[config.mk]
export PLATFORM = sky130hd
export DESIGN_NAME = dma_reader_flat
export DESIGN_NICKNAME = d
export VERILOG_FILES = /design/src/rtl/dma_pkg.sv /design/src/rtl/dma_reader_if.sv /design/src/rtl/dma_skid_fifo.sv /design/src/rtl/dma_reader.sv /design/src/flat_wrapper.sv
export SDC_FILE = /design/constraint.sdc
export NUM_CORES = 1
export LEC_CHECK = 0
export ABC_AREA = 1
export ABC_CLOCK_PERIOD_IN_PS = 3500
export BUFFER_PORTS_ARGS = -buffer_cell sky130_fd_sc_hd__buf_2
export CAP_MARGIN = 20
export CORE_AREA = 2 2 99 101
export CTS_CLUSTER_SIZE = 10
export DETAILED_ROUTE_END_ITERATION = 10
export DIE_AREA = 0 0 101 103
export PLACE_DENSITY_LB_ADDON = 0.25
export SLEW_MARGIN = 20
export SYNTH_ARGS = -nofsm -noshare
export SYNTH_HDL_FRONTEND = slang
export SYNTH_SLANG_ARGS = --single-unit
[constraint.sdc]
create_clock -name clk -period 3.5 [get_ports clk]
set_input_delay 0.7 -clock clk [delete_from_list [all_inputs] [get_ports clk]]
set_output_delay 0.7 -clock clk [all_outputs]
set_load 0.02 [all_outputs]
[src/rtl/dma_pkg.sv]
// Shared definitions for the DMA read and write engines.
package dma_pkg;

   // Transfer sequencing shared by both engines.
   typedef enum logic [1:0] {
      IDLE,
      READ,
      DRAIN,
      DONE
   } dma_state_e;

   // RAM address width for a given depth; never narrower than one bit.
   function automatic int addr_width(input int depth);
      return (depth > 1) ? $clog2(depth) : 1;
   endfunction

endpackage

[src/rtl/dma_reader_if.sv]
// RAM read port plus valid/ready output stream of the DMA read engine.
interface dma_reader_if #(
   parameter int DATA_WIDTH = 8,
   parameter int ADDR_WIDTH = 2
);
   logic                  ram_re;
   logic [ADDR_WIDTH-1:0] ram_addr;
   logic [DATA_WIDTH-1:0] ram_rdata;
   logic [DATA_WIDTH-1:0] out_data;
   logic                  out_valid;
   logic                  out_ready;

   // DMA engine side.
   modport master (
      output ram_re, ram_addr, out_data, out_valid,
      input  ram_rdata, out_ready
   );

   // RAM and consumer side.
   modport slave (
      input  ram_re, ram_addr, out_data, out_valid,
      output ram_rdata, out_ready
   );
endinterface

[src/rtl/dma_skid_fifo.sv]
// Two-entry FIFO; the head entry is always visible on head.
module dma_skid_fifo #(
   parameter int WIDTH = 8
) (
   input  logic             clk,
   input  logic             reset,
   input  logic             push,
   input  logic [WIDTH-1:0] push_data,
   input  logic             pop,
   output logic [WIDTH-1:0] head,
   output logic [1:0]       count
);

   logic [WIDTH-1:0] mem_q [2];
   logic [WIDTH-1:0] mem_d [2];
   logic             wr_ptr_q, wr_ptr_d;
   logic             rd_ptr_q, rd_ptr_d;
   logic [1:0]       count_q, count_d;
   logic             do_push, do_pop;

   // A pop frees a slot in the same cycle, so push into a full FIFO is legal then.
   assign do_pop  = pop && (count_q != 2'd0);
   assign do_push = push && ((count_q != 2'd2) || do_pop);
   assign head    = mem_q[rd_ptr_q];
   assign count   = count_q;

   // Next-state for storage, pointers and occupancy.
   always_comb begin
      // NOTE: every output gets a default first so no path leaves it unassigned (no latch).
      mem_d    = mem_q;
      wr_ptr_d = wr_ptr_q;
      rd_ptr_d = rd_ptr_q;
      count_d  = count_q;
      if (do_push) begin
         mem_d[wr_ptr_q] = push_data;
         wr_ptr_d        = ~wr_ptr_q;
      end
      if (do_pop) begin
         rd_ptr_d = ~rd_ptr_q;
      end
      case ({do_push, do_pop})
         2'b10:   count_d = count_q + 2'd1;
         2'b01:   count_d = count_q - 2'd1;
         default: count_d = count_q;
      endcase
   end

   // State registers.
   always_ff @(posedge clk or negedge reset) begin
      if (!reset) begin
         // NOTE: storage is reset too, so the head reads 0 out of reset; cheap at two entries.
         mem_q    <= '{default: '0};
         wr_ptr_q <= 1'b0;
         rd_ptr_q <= 1'b0;
         count_q  <= 2'd0;
      end else begin
         // NOTE: non-blocking assignments so every flop samples pre-edge values.
         mem_q    <= mem_d;
         wr_ptr_q <= wr_ptr_d;
         rd_ptr_q <= rd_ptr_d;
         count_q  <= count_d;
      end
   end

endmodule

[src/rtl/dma_reader.sv]
// Read-side DMA engine: streams a block of RAM words out on a valid/ready stream.
module dma_reader
   import dma_pkg::*;
#(
   parameter  int DATA_WIDTH = 8,
   parameter  int DEPTH      = 4,
   parameter  int LEN_WIDTH  = 16,
   localparam int ADDR_WIDTH = addr_width(DEPTH)
) (
   input  logic                  clk,
   input  logic                  reset,
   input  logic                  start,
   input  logic [ADDR_WIDTH-1:0] base_addr,
   input  logic [LEN_WIDTH-1:0]  length,
   output logic                  busy,
   output logic                  done,
   dma_reader_if.master          bus
);

   dma_state_e            state_q, state_d;
   logic [ADDR_WIDTH-1:0] addr_q, addr_d;
   logic [LEN_WIDTH-1:0]  len_q, len_d;
   logic [LEN_WIDTH-1:0]  issued_q, issued_d;
   logic [LEN_WIDTH-1:0]  accepted_q, accepted_d;
   logic                  in_flight_q, in_flight_d;
   logic                  busy_q, busy_d;
   logic                  done_q, done_d;

   logic [1:0]            fifo_count;
   logic [DATA_WIDTH-1:0] fifo_head;
   logic                  pop;
   logic                  read_en;
   logic [2:0]            slots_used;

   // Word returning from RAM this cycle lands in the FIFO at the next edge.
   dma_skid_fifo #(.WIDTH(DATA_WIDTH)) u_fifo (
      .clk       (clk),
      .reset     (reset),
      .push      (in_flight_q),
      .push_data (bus.ram_rdata),
      .pop       (pop),
      .head      (fifo_head),
      .count     (fifo_count)
   );

   assign bus.out_valid = (fifo_count != 2'd0);
   assign bus.out_data  = fifo_head;
   assign pop           = bus.out_valid && bus.out_ready;

   // Slots the FIFO must still hold once this cycle ends. The read-enable sees a
   // same-cycle pop, which is what keeps reads back-to-back while the consumer
   // is ready; a read issued now lands one cycle later in a guaranteed free slot.
   assign slots_used = {1'b0, fifo_count} - {2'b00, pop} + {2'b00, in_flight_q};
   assign read_en    = (state_q == READ) && (issued_q != len_q) && (slots_used < 3'd2);

   assign bus.ram_re   = read_en;
   assign bus.ram_addr = addr_q;
   assign busy         = busy_q;
   assign done         = done_q;

   // Transfer sequencing, address walk and issue/accept bookkeeping.
   always_comb begin
      state_d     = state_q;
      addr_d      = addr_q;
      len_d       = len_q;
      issued_d    = issued_q;
      accepted_d  = accepted_q;
      in_flight_d = read_en;
      busy_d      = busy_q;
      done_d      = 1'b0;

      if (read_en) begin
         addr_d   = (addr_q == ADDR_WIDTH'(DEPTH - 1)) ? '0 : addr_q + 1'b1;
         issued_d = issued_q + 1'b1;
      end
      if (pop) begin
         accepted_d = accepted_q + 1'b1;
      end

      case (state_q)
         IDLE: begin
            if (start) begin
               addr_d     = base_addr;
               len_d      = length;
               issued_d   = '0;
               accepted_d = '0;
               if (length != '0) begin
                  state_d = READ;
                  busy_d  = 1'b1;
               end else begin
                  state_d = DONE;
               end
            end
         end
         READ: begin
            if (read_en && (issued_d == len_q)) begin
               state_d = DRAIN;
            end
         end
         DRAIN: begin
            // Final handshake empties the buffer with nothing left in flight.
            if (pop && (accepted_d == len_q)) begin
               state_d = DONE;
               busy_d  = 1'b0;
               done_d  = 1'b1;
            end
         end
         DONE: begin
            state_d = IDLE;
            // An empty transfer reports done as it leaves DONE, one cycle after start.
            done_d  = (len_q == '0);
         end
         default: state_d = IDLE;
      endcase
   end

   // State registers; reset abandons any transfer and discards in-flight data.
   always_ff @(posedge clk or negedge reset) begin
      if (!reset) begin
         state_q     <= IDLE;
         addr_q      <= '0;
         len_q       <= '0;
         issued_q    <= '0;
         accepted_q  <= '0;
         in_flight_q <= 1'b0;
         busy_q      <= 1'b0;
         done_q      <= 1'b0;
      end else begin
         state_q     <= state_d;
         addr_q      <= addr_d;
         len_q       <= len_d;
         issued_q    <= issued_d;
         accepted_q  <= accepted_d;
         in_flight_q <= in_flight_d;
         busy_q      <= busy_d;
         done_q      <= done_d;
      end
   end

endmodule
[src/flat_wrapper.sv]
// flat-port wrapper written by rule: the top's interface ports become plain ports
module dma_reader_flat import dma_pkg::*;
#(
   parameter  int DATA_WIDTH = 8,
   parameter  int DEPTH      = 4,
   parameter  int LEN_WIDTH  = 16,
   localparam int ADDR_WIDTH = addr_width(DEPTH)
)
  (clk, reset, start, base_addr, length, busy, done, bus_ram_re, bus_ram_addr, bus_out_data, bus_out_valid, bus_ram_rdata, bus_out_ready);
  dma_reader_if #(.DATA_WIDTH(DATA_WIDTH)) bus_i ();
  input  logic clk;
  input  logic reset;
  input  logic start;
  input  logic [ADDR_WIDTH-1:0] base_addr;
  input  logic [LEN_WIDTH-1:0] length;
  output logic busy;
  output logic done;
  output wire logic [$bits(bus_i.ram_re)-1:0] bus_ram_re;
  output wire logic [$bits(bus_i.ram_addr)-1:0] bus_ram_addr;
  output wire logic [$bits(bus_i.out_data)-1:0] bus_out_data;
  output wire logic [$bits(bus_i.out_valid)-1:0] bus_out_valid;
  input wire logic [$bits(bus_i.ram_rdata)-1:0] bus_ram_rdata;
  input wire logic [$bits(bus_i.out_ready)-1:0] bus_out_ready;
  assign bus_ram_re = bus_i.ram_re;
  assign bus_ram_addr = bus_i.ram_addr;
  assign bus_out_data = bus_i.out_data;
  assign bus_out_valid = bus_i.out_valid;
  assign bus_i.ram_rdata = bus_ram_rdata;
  assign bus_i.out_ready = bus_out_ready;
  dma_reader #(.DATA_WIDTH(DATA_WIDTH), .DEPTH(DEPTH), .LEN_WIDTH(LEN_WIDTH)) u_core (.clk(clk), .reset(reset), .start(start), .base_addr(base_addr), .length(length), .busy(busy), .done(done), .bus(bus_i));
endmodule
; Word-level counts from Yosys, hierarchy flattened
; Index checks and enable logic that the tools add are counted.
; Widths: inputs -> output; s select.
[op_classes]
addsub = 7
magnitude_cmp = 4
eq_ne = 14
muxes = 28
bitwise = 4
n_reduce_logical = 18
[ops]
columns = op, count
row1 = $mux 16, 6
row2 = $add 16x1->16 const B, 2
row3 = $eq 16x16->1, 2
row4 = $mux 8, 4
row5 = $bwmux 16, 1
row6 = $logic_not 16->1, 1
row7 = $mux 2, 8
row8 = $ne 16x16->1, 1
row9 = $reduce_bool 16->1, 1
row10 = $demux 8 s1, 1
row11 = $eq 2x2->1 const B, 4
row12 = $logic_and 1x1->1, 8
row13 = $pmux 2 s4, 1
row14 = $ne 2x2->1 const B, 3
row15 = $reduce_bool 2->1, 3
row16 = $add 2x1->2 const B, 2
row17 = $eq 2x1->1 const B, 2
row18 = $ge 2x2->1 const B, 2
row19 = $mux 1, 4
row20 = $ne 2x1->1 const B, 2
row21 = $not 1->2, 2
row22 = $pmux 1 s2, 2
row23 = $pmux 2 s2, 1
row24 = $reduce_and 4->1, 1
row25 = other kinds (10), 11
[word_totals]
reg_bits = 75
output_inout_bits = 14
elab_cells = 88

; Logic depth before layout (Yosys ltp)
[depth]
word_depth = 11
mapped_depth = 27
depth_no_buf = 26

; Modules after synthesis
; Synthesis repeated with hierarchy kept, for this count alone.
[hier_totals]
cells_unflattened = 785
hier_area_um2 = 5235.0
[modules_own_cells]
columns = module, n_inst, cells_each, area_each_um2, seq_area_each_um2
row1 = dma_reader, 1, 665, 4204.0, 1376.3
row2 = dma_skid_fifo, 1, 120, 1031.0, 500.5

; Worst setup path before layout
; OpenSTA, ideal clock, no wires.
[synth_path]
path_type = in2reg
startpoint = in bus_out_ready
endpoint = reg u_core.state_q[0]
setup_time_ps = 117
arrival_time_ps = 3265
t_required_ps = 3383
setup_slack_ps = 119
stages = 20
path_buffers = 2
cell_sequence = nand2_8 -> inv_2 -> buf_4 -> ha_1 -> or2_2 -> fa_1 -> nand3_2 -> inv_2 -> nand3_2 -> buf_6 -> o21ai_0 -> nand2_1 -> nor2_1 -> nand2_1 -> nor2_1 -> nand3_1 -> nand2_1 -> nand2_1 -> nand2_1 -> nand2_1
[synth_via]
elab_chain_cells = 10
elab_cells_between_ends = 14
cone_classes = add/sub: 2 / order compare: 1 / eq/ne: 4 / mux: 2 / reduce/logical: 5
[synth_rtl]
columns = element, line
row1 = start: declaration, flat_wrapper.sv:23  ; input wire logic [$bits(bus_i.out_ready)-1:0] bus_out_ready;
row2 = $logic_and 1x1->1 (*), dma_reader.sv:48  ; assign pop = bus.out_valid && bus.out_ready;
row3 = $sub 2x1->3, dma_reader.sv:53  ; assign slots_used = {1'b0, fifo_count} - {2'b00, pop} + {2'b00, in_flight_q};
row4 = $add 3x1->3, dma_reader.sv:53
row5 = $lt 3x2->1, dma_reader.sv:54  ; assign read_en = (state_q == READ) && (issued_q != len_q) && (slots_used < 3'd2);
row6 = $logic_and 1x1->1, dma_reader.sv:54
row7 = $mux 16, dma_reader.sv:72  ; if (read_en) begin
row8 = $eq 16x16->1, dma_reader.sv:96  ; if (read_en && (issued_d == len_q)) begin
row9 = $logic_and 1x1->1, dma_reader.sv:96
row10 = $ne 2x2->1 (no source line), -
row11 = $reduce_and 3->1 (no source line) (*), -
row12 = end signal: assignment, dma_reader.sv:129  ; state_q <= state_d;
row13 = end: declaration, dma_reader.sv:20  ; dma_state_e state_q, state_d;
; Mark *: on every way between the ends. The rest lies on a longest branch, timed or not.
; A chain may end at the register's enable or synchronous reset.

; Worst setup path in the final report
[layout_path]
startpoint = reg u_core.u_fifo.count_q[0], in the netlist u_core.u_fifo.count[0]
endpoint = out bus_ram_re
[layout_via]
elab_chain_cells = 6
[layout_rtl]
columns = element, line
row1 = start: declaration, dma_skid_fifo.sv:18  ; logic [1:0] count_q, count_d;
row2 = start signal: assignment, dma_skid_fifo.sv:61  ; count_q <= count_d;
row3 = $reduce_bool 2->1, dma_reader.sv:46  ; assign bus.out_valid = (fifo_count != 2'd0);
row4 = $logic_and 1x1->1, dma_reader.sv:48
row5 = $sub 2x1->3 (*), dma_reader.sv:53
row6 = $add 3x1->3 (*), dma_reader.sv:53
row7 = $lt 3x2->1 (*), dma_reader.sv:54
row8 = $logic_and 1x1->1 (*), dma_reader.sv:54
row9 = end: declaration, flat_wrapper.sv:18  ; output wire logic [$bits(bus_i.ram_re)-1:0] bus_ram_re;
; Marks and branches as above.

==> results.sh <==
export IMPL_outcome="finished, final reports clean"
export IMPL_p_leak_nw=2.88
export IMPL_overflow=0
export IMPL_swShare=0.448
export IMPL_finalSetupViolations=0
export IMPL_cp_max_fo=6
export IMPL_clockBufferDepth=2
export IMPL_nNetsFinal=805
export IMPL_drive_above_1_share=0.208
export IMPL_clk_latency_ps=360
export IMPL_die_w_um=101
export IMPL_grt_pass1_wl_um=21000
export IMPL_power_frac_seq=0.316
export IMPL_via_per_inst=5.44
export IMPL_instances_no_fill=884
export IMPL_coreArea_sq_mm=0.00946
export IMPL_post_place_ws_ps=-220
export IMPL_area_delta_synth_final_pct=18.0
export IMPL_hold_viol_final=0
export IMPL_multiInputGateArea_sq_mm=0.00261
export IMPL_drv_slew=0
export IMPL_wl_um=12900
export IMPL_critical_path_endpoint_type="output port"
export IMPL_syn_inst=691
export IMPL_setup_worst_path_class="register to output port"
export IMPL_fin_skew_ps=5.61
export IMPL_critical_path_required_ps=2800
export IMPL_fin_ws_ps=74.8
export IMPL_ys_seq_elements=75
export IMPL_syn_avg_cell_area_sq_um=7.05
export IMPL_diodes=0
export IMPL_die_y_um=103
export IMPL_num_rows=36
export IMPL_ys_seq_area_frac=0.385
export IMPL_drcViolationCount=0
export IMPL_start_util=0.515
export IMPL_dr_pass1_iters=7
export IMPL_wl_per_cell_um=14.6
export IMPL_antenna_found_initial=0
export IMPL_hold_buffers=0
export IMPL_ys_types=40
export IMPL_gp_congestion=0.978
export IMPL_synth_cell_area_sq_mm=0.00487
export IMPL_fin_crit_sh=0.979
export IMPL_fin_area_sq_mm=0.00575
export IMPL_dp_hpwl_um=9470
export IMPL_power_switching_mw=2.07
export IMPL_maxCapViolCount=0
export IMPL_rr_worst_depth=22
export IMPL_numClockSinks=75
export IMPL_dieArea_sq_mm=0.0104
export IMPL_htree_levels=3
export IMPL_clk_pin_slew_worst_paths_ps=80
export IMPL_vias=4806
export IMPL_ios=44
export IMPL_fin_tns_setup_ps=0
export IMPL_nFillCells=845
export IMPL_intPower_mw=2.55
export IMPL_place_area_sq_mm=0.00529
export IMPL_cts_made_buffers=9
export IMPL_clock_power_share=0.177
export IMPL_synth_nets=731
export IMPL_ir_drop_mv=0.310
export IMPL_ant_nets=0
export IMPL_synth_yosys_warnings=0
export IMPL_max_freq_mhz=292
export IMPL_cts_tree="built"
export IMPL_power_density_mw_per_mm2=804
export IMPL_regArea_sq_mm=0.00188
export IMPL_place_inst=850
export IMPL_hold_slack_ps=480
export IMPL_worst_slew_pin_slew_ps=952
export IMPL_start_kind="register"
export IMPL_relSlewSlack=0.366
export IMPL_period_minus_slack_ps=3430
export IMPL_grt_util_all_layers=0.259
export IMPL_root_buffer="clkbuf_8"
export IMPL_hold_class="input port to asynchronous set/reset pin"
export IMPL_crit_arrival_ps=2730
export IMPL_numPortBuffers=43
export IMPL_dr_first_iter_drc_count=379
export IMPL_pwr_share_comb=0.507
export IMPL_grt_start_max_net_pins=76
export IMPL_rsz0062_at_grt="true"
export IMPL_grt_pass1_vias=4457
[timing repair]
action | in CTS | in global routing
pin swaps | 2 | 15
endpoints found under the setup margin | 1 | 3
resized for setup | 4 | 18
setup buffers | 6 | 12
[registers in the layout, indices dropped and copies added (netlist names), 2 cells and up]
register,cells
u_core.accepted_q,16
u_core.bus.ram_addr,2
u_core.issued_q,16
u_core.len_q,16
u_core.state_q,2
u_core.u_fifo.count,2
u_core.u_fifo.mem_q,16
[critical path, cell delays in order (launching register included)]
cell     delay [ps]
dfrtp_1         400
inv_2           100
nand2_4          80
nand2_8          60
inv_4            40
ha_4            200
or2_4           230
fa_2            570
nand3_4         110
buf_4           150
inv_2            70
nand3_4         120
inv_4           110
buf_4           140
[through the flow]
| step | power [mW] | utilization |
|---|---|---|
| 2_1_floorplan | 2.88 | - |
| 3_3_place_gp | 3.43 | 0.559 |
| 3_5_place_dp | 3.50 | 0.559 |
| 4_1_cts | 4.46 | 0.592 |
| 5_1_grt | 4.99 | 0.608 |
| 6_report | 4.63 | 0.608 |
[power by group through the flow]
stage	Sequential (mW)	Clock, mW	Combinational, mW
global route	1.50	0.873	2.61
finish	1.46	0.820	2.34
CTS	1.45	0.832	2.17
detailed placement	1.47	0	2.03
global placement	1.46	0	1.97
floorplan	1.38	0	1.50
[final timing paths]
kind,startpoint,slack (ps),to
worst min-delay path,reset,480,u_core.u_fifo.mem_q[11]$_DFFE_PN0P_
worst max register to register,u_core.u_fifo.count[0]$_DFFE_PN0P_,150,u_core.state_q[1]$_DFFE_PN0P_
min in group clk,u_core.busy$_DFFE_PN0P_,500,u_core.busy$_DFFE_PN0P_
worst max-delay path,u_core.u_fifo.count[0]$_DFFE_PN0P_,70,bus_ram_re
worst min register to register,u_core.busy$_DFFE_PN0P_,500,u_core.busy$_DFFE_PN0P_
max in group asynchronous,reset,2410,u_core.issued_q[12]$_DFF_PN0_
[cells in the final DEF, fill, tap and decap left out, types with 2 or more instances in the layout]
| master | Yosys | final |
|---|---|---|
| inv_4 | 0 | 3 |
| nand3_1 | 45 | 44 |
| nor3_2 | 1 | 2 |
| o21ai_1 | 4 | 4 |
| inv_2 | 21 | 18 |
| xnor2_1 | 4 | 4 |
| clkinv_1 | 2 | 2 |
| nand2_1 | 218 | 214 |
| nor2_2 | 2 | 4 |
| o21ai_0 | 48 | 48 |
| a21oi_1 | 15 | 14 |
| clkbuf_8 | 0 | 9 |
| nand2_2 | 2 | 6 |
| a21oi_2 | 1 | 2 |
| buf_4 | 2 | 37 |
| nand4_1 | 25 | 25 |
| nor4_1 | 3 | 3 |
| bufinv_16 | 0 | 3 |
| nand3_4 | 0 | 3 |
| or2_2 | 3 | 2 |
| nand3_2 | 5 | 3 |
| inv_1 | 78 | 78 |
| buf_2 | 0 | 41 |
| dfrtp_1 | 75 | 75 |
| mux2_2 | 8 | 8 |
| nor2_1 | 64 | 61 |
| xor2_1 | 12 | 12 |
| nor2_4 | 4 | 5 |
| nor3_1 | 13 | 12 |
| clkinvlp_4 | 0 | 2 |
| ha_1 | 9 | 8 |
| nand4_2 | 2 | 2 |
[metal layers]
metal | global-route usage | vias up | share of wire | wire length (um)
met4 | 0.119 | 0 | 0.035 | 446
met2 | 0.412 | 187 | 0.46 | 5900
met1 | 0.351 | 2231 | 0.45 | 5790
li1 | - | 2347 | - | -
met5 | 0 | - | 0 | 0
met3 | 0.0393 | 41 | 0.060 | 774
[synthesized netlist by cell type (all sizes together)]
master | count | area share
nand2 | 222 | 0.18
inv | 99 | 0.076
dfrtp | 75 | 0.39
nor2 | 71 | 0.065
o21ai | 53 | 0.055
nand3 | 50 | 0.056
nand4 | 27 | 0.037
a21oi | 16 | 0.017
nor3 | 14 | 0.015
xor2 | 12 | 0.022
clkbuf | 10 | 0.0077
ha | 9 | 0.023
mux2 | 8 | 0.018
buf | 6 | 0.0092
xnor2 | 4 | 0.0072
nor4 | 3 | 0.0039
or2 | 3 | 0.0039
clkinv | 2 | 0.0015
nand3b | 2 | 0.0056
a31oi | 1 | 0.0013
fa | 1 | 0.0041
o211ai | 1 | 0.0015
o21a | 1 | 0.0015
xnor3 | 1 | 0.0046
[cell type report]
| class | count | area share |
|---|---|---|
| repair buffers | 79 | 0.0859 |
| well taps | 114 | 0.0248 |
| clock inverters | 6 | 0.0198 |
| clock buffers | 10 | 0.0222 |
| flip-flops and latches | 75 | 0.326 |
| multi-input cells | 499 | 0.454 |
| inverters | 101 | 0.0672 |
[kinds of logic (layout without fill, tap and decap cells)]
family,count (synthesis),after routing,synth area share
flip-flops,75,75,0.385
XOR/XNOR,17,17,0.0334
multiplexers,8,8,0.0185
AND/OR/NAND/NOR,392,392,0.364
buffers and inverters,117,196,0.0947
adder cells (fa/ha/maj),10,10,0.0272
AO/OA/AOI/OAI,72,72,0.0767
(Power assumes the default switching activity.)
